### src/rtl/fp_mul_norm_round_pipe.sv
// Normalise/round back-end for the FP multiplier: S1 aligns the raw significand
// product, S2 rounds, range-checks and packs {sign,exp,frac} with ovf/unf/inx flags.
module fp_mul_norm_round_pipe #(
    parameter int MANT_W = 23,
    parameter int EXP_W  = 8
) (
    input  logic                      clk,
    input  logic                      rst,
    input  logic                      in_valid,
    output logic                      in_ready,
    input  logic [2*MANT_W+1:0]       in_prod,
    input  logic [EXP_W+1:0]          in_exp,
    input  logic                      in_sign,
    input  logic [1:0]                in_rmode,
    output logic                      out_valid,
    input  logic                      out_ready,
    output logic [EXP_W+MANT_W:0]     out_result,
    output logic                      out_ovf,
    output logic                      out_unf,
    output logic                      out_inx
);
    localparam int N  = 2*MANT_W + 2;
    // One guard bit above the input exponent width so +1 and the rounding carry never wrap.
    localparam int EW = EXP_W + 3;

    localparam logic [1:0] RM_RNE = 2'b00;
    localparam logic [1:0] RM_RTZ = 2'b01;
    localparam logic [1:0] RM_RUP = 2'b10;
    localparam logic [1:0] RM_RDN = 2'b11;

    localparam logic signed [EW-1:0] E_MAX  = EW'((1 << EXP_W) - 1);
    localparam logic signed [EW-1:0] E_ZERO = '0;

    // Stage 1 registers
    logic                     s1_valid_reg;
    logic                     s1_sign_reg;
    logic [1:0]               s1_rmode_reg;
    logic [MANT_W-1:0]        s1_frac_reg;
    logic                     s1_g_reg;
    logic                     s1_s_reg;
    logic signed [EW-1:0]     s1_e_reg;
    logic                     s1_zero_reg;

    logic s2_adv;

    assign s2_adv   = !out_valid || out_ready;
    assign in_ready = !s1_valid_reg || s2_adv;

    // S1 normalise
    logic [MANT_W-1:0]    norm_frac_next;
    logic                 norm_g_next;
    logic                 norm_s_next;
    logic signed [EW-1:0] in_exp_ext;
    logic signed [EW-1:0] norm_e_next;

    assign in_exp_ext = {in_exp[EXP_W+1], in_exp};

    always_comb begin
        norm_frac_next = in_prod[N-3:MANT_W];
        norm_g_next    = in_prod[MANT_W-1];
        norm_s_next    = |in_prod[MANT_W-2:0];
        norm_e_next    = in_exp_ext;
        if (in_prod[N-1]) begin
            norm_frac_next = in_prod[N-2:MANT_W+1];
            norm_g_next    = in_prod[MANT_W];
            norm_s_next    = |in_prod[MANT_W-1:0];
            norm_e_next    = in_exp_ext + EW'(1);
        end
    end

    always_ff @(posedge clk or posedge rst) begin
        if (rst) begin
            s1_valid_reg <= 1'b0;
            s1_sign_reg  <= 1'b0;
            s1_rmode_reg <= 2'b00;
            s1_frac_reg  <= '0;
            s1_g_reg     <= 1'b0;
            s1_s_reg     <= 1'b0;
            s1_e_reg     <= '0;
            s1_zero_reg  <= 1'b0;
        end else if (in_ready) begin
            s1_valid_reg <= in_valid;
            if (in_valid) begin
                s1_sign_reg  <= in_sign;
                s1_rmode_reg <= in_rmode;
                s1_frac_reg  <= norm_frac_next;
                s1_g_reg     <= norm_g_next;
                s1_s_reg     <= norm_s_next;
                s1_e_reg     <= norm_e_next;
                s1_zero_reg  <= (in_prod == '0);
            end
        end
    end

    // S2 round
    logic                 inc;
    logic                 carry;
    logic [MANT_W-1:0]    frac_r;
    logic signed [EW-1:0] e_r;
    logic                 lost;

    assign lost = s1_g_reg || s1_s_reg;

    always_comb begin
        inc = 1'b0;
        case (s1_rmode_reg)
            RM_RNE: inc = s1_g_reg && (s1_s_reg || s1_frac_reg[0]);
            RM_RTZ: inc = 1'b0;
            RM_RUP: inc = !s1_sign_reg && lost;
            RM_RDN: inc = s1_sign_reg && lost;
            default: inc = 1'b0;
        endcase
    end

    // A carry out of the fraction leaves frac_r all-zero, i.e. 1.0 at the next exponent.
    assign {carry, frac_r} = {1'b0, s1_frac_reg} + (MANT_W+1)'(inc);
    assign e_r             = s1_e_reg + EW'(carry);

    // S2 range check and pack
    logic [EXP_W+MANT_W:0] res_next;
    logic                  ovf_next;
    logic                  unf_next;
    logic                  inx_next;
    logic                  to_inf;

    assign to_inf = (s1_rmode_reg == RM_RNE)
                 || (s1_rmode_reg == RM_RUP && !s1_sign_reg)
                 || (s1_rmode_reg == RM_RDN &&  s1_sign_reg);

    always_comb begin
        res_next = {s1_sign_reg, e_r[EXP_W-1:0], frac_r};
        ovf_next = 1'b0;
        unf_next = 1'b0;
        inx_next = lost;
        if (s1_zero_reg) begin
            res_next = {s1_sign_reg, {(EXP_W+MANT_W){1'b0}}};
            inx_next = 1'b0;
        end else if (e_r >= E_MAX) begin
            ovf_next = 1'b1;
            inx_next = 1'b1;
            if (to_inf)
                res_next = {s1_sign_reg, {EXP_W{1'b1}}, {MANT_W{1'b0}}};
            else
                res_next = {s1_sign_reg, {{(EXP_W-1){1'b1}}, 1'b0}, {MANT_W{1'b1}}};
        end else if (e_r <= E_ZERO) begin
            unf_next = 1'b1;
            inx_next = 1'b1;
            res_next = {s1_sign_reg, {(EXP_W+MANT_W){1'b0}}};
        end
    end

    always_ff @(posedge clk or posedge rst) begin
        if (rst) begin
            out_valid  <= 1'b0;
            out_result <= '0;
            out_ovf    <= 1'b0;
            out_unf    <= 1'b0;
            out_inx    <= 1'b0;
        end else if (s2_adv) begin
            out_valid <= s1_valid_reg;
            if (s1_valid_reg) begin
                out_result <= res_next;
                out_ovf    <= ovf_next;
                out_unf    <= unf_next;
                out_inx    <= inx_next;
            end
        end
    end

endmodule

### config.mk
export PLATFORM = sky130hd
export DESIGN_NAME = fp_mul_norm_round_pipe
export DESIGN_NICKNAME = d
export VERILOG_FILES = /design/src/rtl/fp_mul_norm_round_pipe.sv
export SDC_FILE = /design/constraint.sdc
export NUM_CORES = 1
export LEC_CHECK = 0
export ABC_AREA = 1
export CAP_MARGIN = 20
export CORE_AREA = 2 2 107 109
export DETAILED_ROUTE_END_ITERATION = 8
export DIE_AREA = 0 0 109 111
export GPL_ROUTABILITY_DRIVEN = 0
export HOLD_SLACK_MARGIN = 0.06
export PLACE_DENSITY = 0.71
export SLEW_MARGIN = 20
export SYNTH_ARGS = -nofsm -noshare
export SYNTH_HDL_FRONTEND = slang
export SYNTH_SLANG_ARGS = --single-unit
export TNS_END_PERCENT = 10
### constraint.sdc
create_clock -name clk -period 4.55 [get_ports clk]
set_input_delay 0.91 -clock clk [delete_from_list [all_inputs] [get_ports clk]]
set_output_delay 0.91 -clock clk [all_outputs]
set_load 0.05 [all_outputs]
After elaboration in Yosys (flattened, before gate mapping)
Index checks and enable logic that the tools add are counted.
{"block": "word_totals", "elab_cells": 58, "reg_bits": 77, "output_inout_bits": 37, "in_bits": 65}
{"block": "classes", "eq_ne": 3, "n_lt_le_gt_ge": 2, "n_reduce_logical": 20, "mux": 17, "addsub": 3}
{"op": "31-bit two-way mux", "n": 3}
{"op": "48-bit zero test", "n": 1}
{"op": "23-bit by 1-bit adder with 24-bit output", "n": 1}
{"op": "24-bit two-way mux", "n": 1}
{"op": "23-bit two-way mux", "n": 1}
{"op": "23-bit OR reduction", "n": 1}
{"op": "22-bit OR reduction", "n": 1}
{"op": "10-bit by 2-bit adder with 11-bit output, second input constant", "n": 1}
{"op": "11-bit by 1-bit adder with 11-bit output", "n": 1}
{"op": "11-bit by 9-bit >= comparator with 1-bit output, second input constant", "n": 1}
{"op": "11-bit by 1-bit <= comparator with 1-bit output, second input constant", "n": 1}
{"op": "11-bit two-way mux", "n": 1}
{"op": "1-bit two-way mux", "n": 10}
{"op": "1-bit logical OR", "n": 6}
{"op": "1-bit logical AND", "n": 5}
{"op": "2-bit == test, second input constant", "n": 2}
{"op": "1-bit one-hot mux with 4 select lines", "n": 1}
{"op": "2-bit AND reduction", "n": 2}
{"op": "1-bit zero test", "n": 3}
{"op": "2-bit by 1-bit == test with 1-bit output, second input constant", "n": 1}
{"op": "2-bit zero test", "n": 1}

Longest topological paths before layout
{"block": "depth", "word_depth": 9, "mapped_depth": 29, "depth_no_buf": 28}

Worst setup path after synthesis
OpenSTA, ideal clock, no wires.
{"block": "synth_timing", "kind": "reg2reg", "from": "register s1_rmode_reg[1]", "to": "register out_result[6]", "n_path_buf": 1, "stages_incl_launch_ff": 26, "setup_time_ns": 0.118, "setup_slack_ns": 0.807, "synth_period_minus_slack_ns": 3.743, "arrival_ns": 3.625, "required_time_ns": 4.432, "path_cell_list": "dfrtp_1 -> nand2_1 -> inv_1 -> ha_1 -> o32ai_1 -> ha_1 -> nand3_1 -> nor2_1 -> nand2_1 -> inv_1 -> nand3_1 -> nor3_1 -> nand2_1 -> nor3_1 -> ha_1 -> ha_1 -> or2_2 -> nor2_1 -> nand3_1 -> nor2_2 -> nand3_4 -> buf_2 -> nand3_1 -> nand2_1 -> nand2_2 -> nand2_1"}
{"block": "synth_between", "elab_chain_len": 8, "word_cells_on_any_way": 17, "classes_between": "add/sub: 2; order compare: 2; eq/ne: 3; mux: 5; reduce/logical: 5"}
{"item": "start, declared", "line_no": "37", "source": "logic [1:0] s1_rmode_reg;"}
{"item": "start signal, assigned", "line_no": "85", "source": "s1_rmode_reg <= in_rmode;"}
{"item": "2-bit == test, or another cell as far along", "line_no": "106, 128"}
{"item": "1-bit one-hot mux with 4 select lines", "line_no": "106", "source": "case (s1_rmode_reg)"}
{"item": "23-bit by 1-bit adder with 24-bit output", "line_no": "116", "source": "assign {carry, frac_r} = {1'b0, s1_frac_reg} + (MANT_W+1)'(inc);"}
{"item": "11-bit by 1-bit adder with 11-bit output", "line_no": "117", "source": "assign e_r = s1_e_reg + EW'(carry);"}
{"item": "11-bit by 1-bit <= comparator with 1-bit output", "line_no": "145", "source": "end else if (e_r <= E_ZERO) begin"}
{"item": "31-bit two-way mux", "line_no": "145"}
{"item": "31-bit two-way mux (*)", "line_no": "138", "source": "end else if (e_r >= E_MAX) begin"}
{"item": "31-bit two-way mux (*)", "line_no": "135", "source": "if (s1_zero_reg) begin"}
{"item": "end signal, assigned", "line_no": "162", "source": "out_result <= res_next;"}
{"item": "end, declared", "line_no": "17", "source": "output logic [EXP_W+MANT_W:0] out_result,"}
Mark *: on every way between the ends. The rest lies on a longest branch, timed or not.
A chain may end at the register's enable or synchronous reset.

Worst setup path after layout
{"block": "layout_timing", "from": "register s1_rmode_reg[1]", "to": "register out_result[25]"}
{"block": "layout_between", "elab_chain_len": 8, "word_cells_on_any_way": 12, "classes_between": "add/sub: 2; order compare: 2; eq/ne: 3; mux: 4; reduce/logical: 1"}
{"item": "2-bit == test, or another cell as far along", "line_no": "106"}
{"item": "1-bit one-hot mux with 4 select lines (*)", "line_no": "106"}
{"item": "23-bit by 1-bit adder with 24-bit output (*)", "line_no": "116"}
{"item": "11-bit by 1-bit adder with 11-bit output (*)", "line_no": "117"}
{"item": "11-bit by 1-bit <= comparator with 1-bit output", "line_no": "145"}
{"item": "31-bit two-way mux", "line_no": "145"}
{"item": "31-bit two-way mux (*)", "line_no": "138"}
{"item": "31-bit two-way mux (*)", "line_no": "135"}
Marked as above.

==> qor.yml <==
status: "completed"
dr.pass1.iters: 4
final_core_util: 0.569
finClkSkew_ns: 0.00452
initial_core_util: 0.439
io_buffers: 101
arrival_ns: 4.39
hpwl_mm: 9.23
avgRoutedWirePerCell_um: 12.9
synth-main-ff-cell: "dfrtp_1"
hold_violations: 0
cts_root_buf: "clkbuf_16"
pwr-share-seq: 0.324
insertion_delay_ns: 0.34
largest_reg_flops: 32
r2r_start: "s1_rmode_reg[1]$_DFFE_PP0P_"
critPathTopFamily: "simple AND/OR/NAND/NOR gates"
via_count: 4591
ff2ff_setup_slack_ns: 0.37
ir_drop_v: 0.000273
rr_worst_depth: 26
dieArea_sq_um: 12100
synth_area_leaders: "dfrtp_1 (40%), nand2_1 (19%), nand3_1 (5.0%)"
grt_pass1_vias: 4391
critical_path.startpoint: "s1_rmode_reg[1]$_DFFE_PP0P_"
switching_share: 0.413
finalSetupViolCount: 0
crit_type: "flip-flop to flip-flop"
cts_resized: 0
crit_path_end: "out_result[25]$_DFFE_PP0P_"
synth-seq-cells: 77
worst_path_max_delay_cell: "dfrtp_1"
synthToLayoutAreaGrowth_pct: 29.6
yosysUniqueCellTypes: 44
post-place-ws_ns: 0.256
fin_crit_ns: 4.18
final.setup.tns_ns: 0
crit_path_max_incr_delay_ns: 0.42
yosysWarnings: 0
p_comb_frac: 0.430
relSlewSlack: 0.528
syn_area_sq_um: 4860
cp_common_cell: "nand2_1"
end_kind: "flip-flop"
design.core.area_sq_um: 11100
fin_area_sq_um: 6300
cts_setup_buffers: 0
grt_max_degree: 45
cts_buffers: 9
r2r-end: "out_result[25]$_DFFE_PP0P_"
rows: 39
clock_sinks: 77
hold_path.class: "flip-flop to flip-flop"
drt-total-wl_mm: 11.7
placed_cell_area_sq_um: 5950
htreeDepth: 3
syn_avg_cell_area_sq_um: 7.25
power_density_nw_per_um2: 497
n_antenna_cell: 0
track_usage: 0.207
die_h_um: 111
fmax_ghz: 0.239
drive_above_1_share: 0.0949
synth_fp_nets: 743
rsz0062_at_grt: "false"
cp.required_ns: 4.75
antenna_left: 0
grt_overflow: 0
grt_pass1_wl_mm: 20.1
syn_inst: 671
ctsHoldBuffers: 0
clockPowerShare: 0.246
tritoncts: "yes"
nets: 836
worstHoldPathCells: 2
die_w_um: 109
synth_area_leader_cell: "dfrtp_1"
p_leak_nw: 2.92
clk_path_buf_depth: 2
critPathBufInv: 3
power_switching_mw: 1.29
drc: 0
antenna_found_initial: 0
ys_seq_area_frac: 0.396
vias_per_cell: 5.03
async_flop_share: 1.00
critPathMaxFanout: 25
drt_iter0_drc: 282
synth_top_cell_area_share: 0.396
drv_slew: 0
clk_pin_slew_worst_paths_ns: 0.06
fin_crit_sh: 0.919
setup_ws_ns: 0.368
cap_violations: 0
tightest_slew_ns: 0.707
synth-edff-count: 0
internal-power_mw: 1.84
cp.depth: 26
top_level_ports: 102
startpoint_type: "flip-flop"
## synth_stat cells, types with 2 or more instances
| cell | n |
|---|---|
| a31oi_1 | 18 |
| nand3_2 | 2 |
| nand2_4 | 4 |
| ha_1 | 7 |
| or2_1 | 2 |
| dfrtp_1 | 77 |
| buf_2 | 5 |
| nand3_1 | 49 |
| clkbuf_1 | 16 |
| nor2_4 | 3 |
| o21ai_0 | 17 |
| nor3_1 | 8 |
| o22ai_1 | 3 |
| nand2_1 | 242 |
| inv_2 | 3 |
| nand3_4 | 2 |
| nand4_1 | 13 |
| nor2_1 | 61 |
| or2_2 | 2 |
| xor2_1 | 12 |
| o211ai_1 | 8 |
| nor3b_1 | 2 |
| inv_1 | 46 |
| nor4_1 | 9 |
| buf_12 | 2 |
| o21ai_1 | 3 |
| nand2_2 | 24 |
| a21oi_1 | 2 |
| buf_4 | 2 |
| xnor2_1 | 6 |
| nand3b_1 | 8 |
## cells by family after synthesis
group                      count (synthesis)  share of synthesized area
and+or+nand+nor                          435                      0.409
muxes                                      1                    0.00232
AOI/OAI and AO/OA                         56                     0.0713
buffers and inverters                     77                     0.0710
xor gates and xnor gates                  18                     0.0324
DFF                                       77                      0.396
adders and majority gates                  7                     0.0180
## per-stage QoR
| stage | hold WS [ns] | total power [mW] | std cells |
|---|---|---|---|
| final | 0.478 | 3.13 | 912 |
| after global routing | 0.499 | 3.31 | 912 |
| after CTS | 0.480 | 3.15 | 912 |
| after detailed placement | 0.465 | 2.37 | 896 |
| after global placement | 0.464 | 2.34 | 896 |
| after floorplan | 0.487 | 1.93 | 671 |
## final cells by class
class	count	area, sq um
Clock inverter	4	70.1
Inverter	51	196
Fill cell	1050	4770
Clock buffer	12	256
Timing Repair Buffer	108	1060
Multi-Input combinational cell	517	2610
Tap cell	143	179
Sequential cell	77	1930
## how the worst min path moves through the flow
stage                                     startpoint                         end  slack (ns)
after detailed placement  out_result[10]$_DFFE_PP0P_  out_result[10]$_DFFE_PP0P_        0.46
after global routing       out_result[0]$_DFFE_PP0P_   out_result[0]$_DFFE_PP0P_        0.50
final                     out_result[10]$_DFFE_PP0P_  out_result[10]$_DFFE_PP0P_        0.48
after floorplan              s1_e_reg[0]$_DFFE_PP0P_     s1_e_reg[0]$_DFFE_PP0P_        0.49
after CTS                 out_result[10]$_DFFE_PP0P_  out_result[10]$_DFFE_PP0P_        0.48
after global placement     out_result[2]$_DFFE_PP0P_   out_result[2]$_DFFE_PP0P_        0.46
## layout by cell type, fill, tap and decap left out, types with 13 or more instances in the layout
cell | Yosys | routed
nor2_1 | 61 | 60
nand3_1 | 49 | 49
dfrtp_1 | 77 | 77
nand2_1 | 242 | 242
nand2_2 | 24 | 24
clkdlybuf4s50_1 | 0 | 101
inv_1 | 46 | 45
nand4_1 | 13 | 13
o21ai_0 | 17 | 17
a31oi_1 | 18 | 18
## per-layer routing
layer	vias to the layer above	track usage	part of all wire
met4	0	0.0735	0.014
li1	2362	-	-
met1	2088	0.290	0.48
met2	128	0.319	0.45
met3	13	0.0376	0.054
met5	-	0	0
## power groups by stage
stage                     Clock (mW)  Sequential [mW]  Combinational [mW]
after global routing           0.815             1.04                1.45
after detailed placement           0             1.02                1.34
after global placement             0             1.02                1.33
final                          0.769             1.01                1.35
after CTS                      0.786             1.01                1.35
after floorplan                    0             1.44               0.491
## worst min-delay path, cell delays in order, from the launching register on
cell,delay [ns]
dfrtp_1,0.34
nand2_1,0.05
nand2_1,0.05
(Power assumes the default switching activity.)
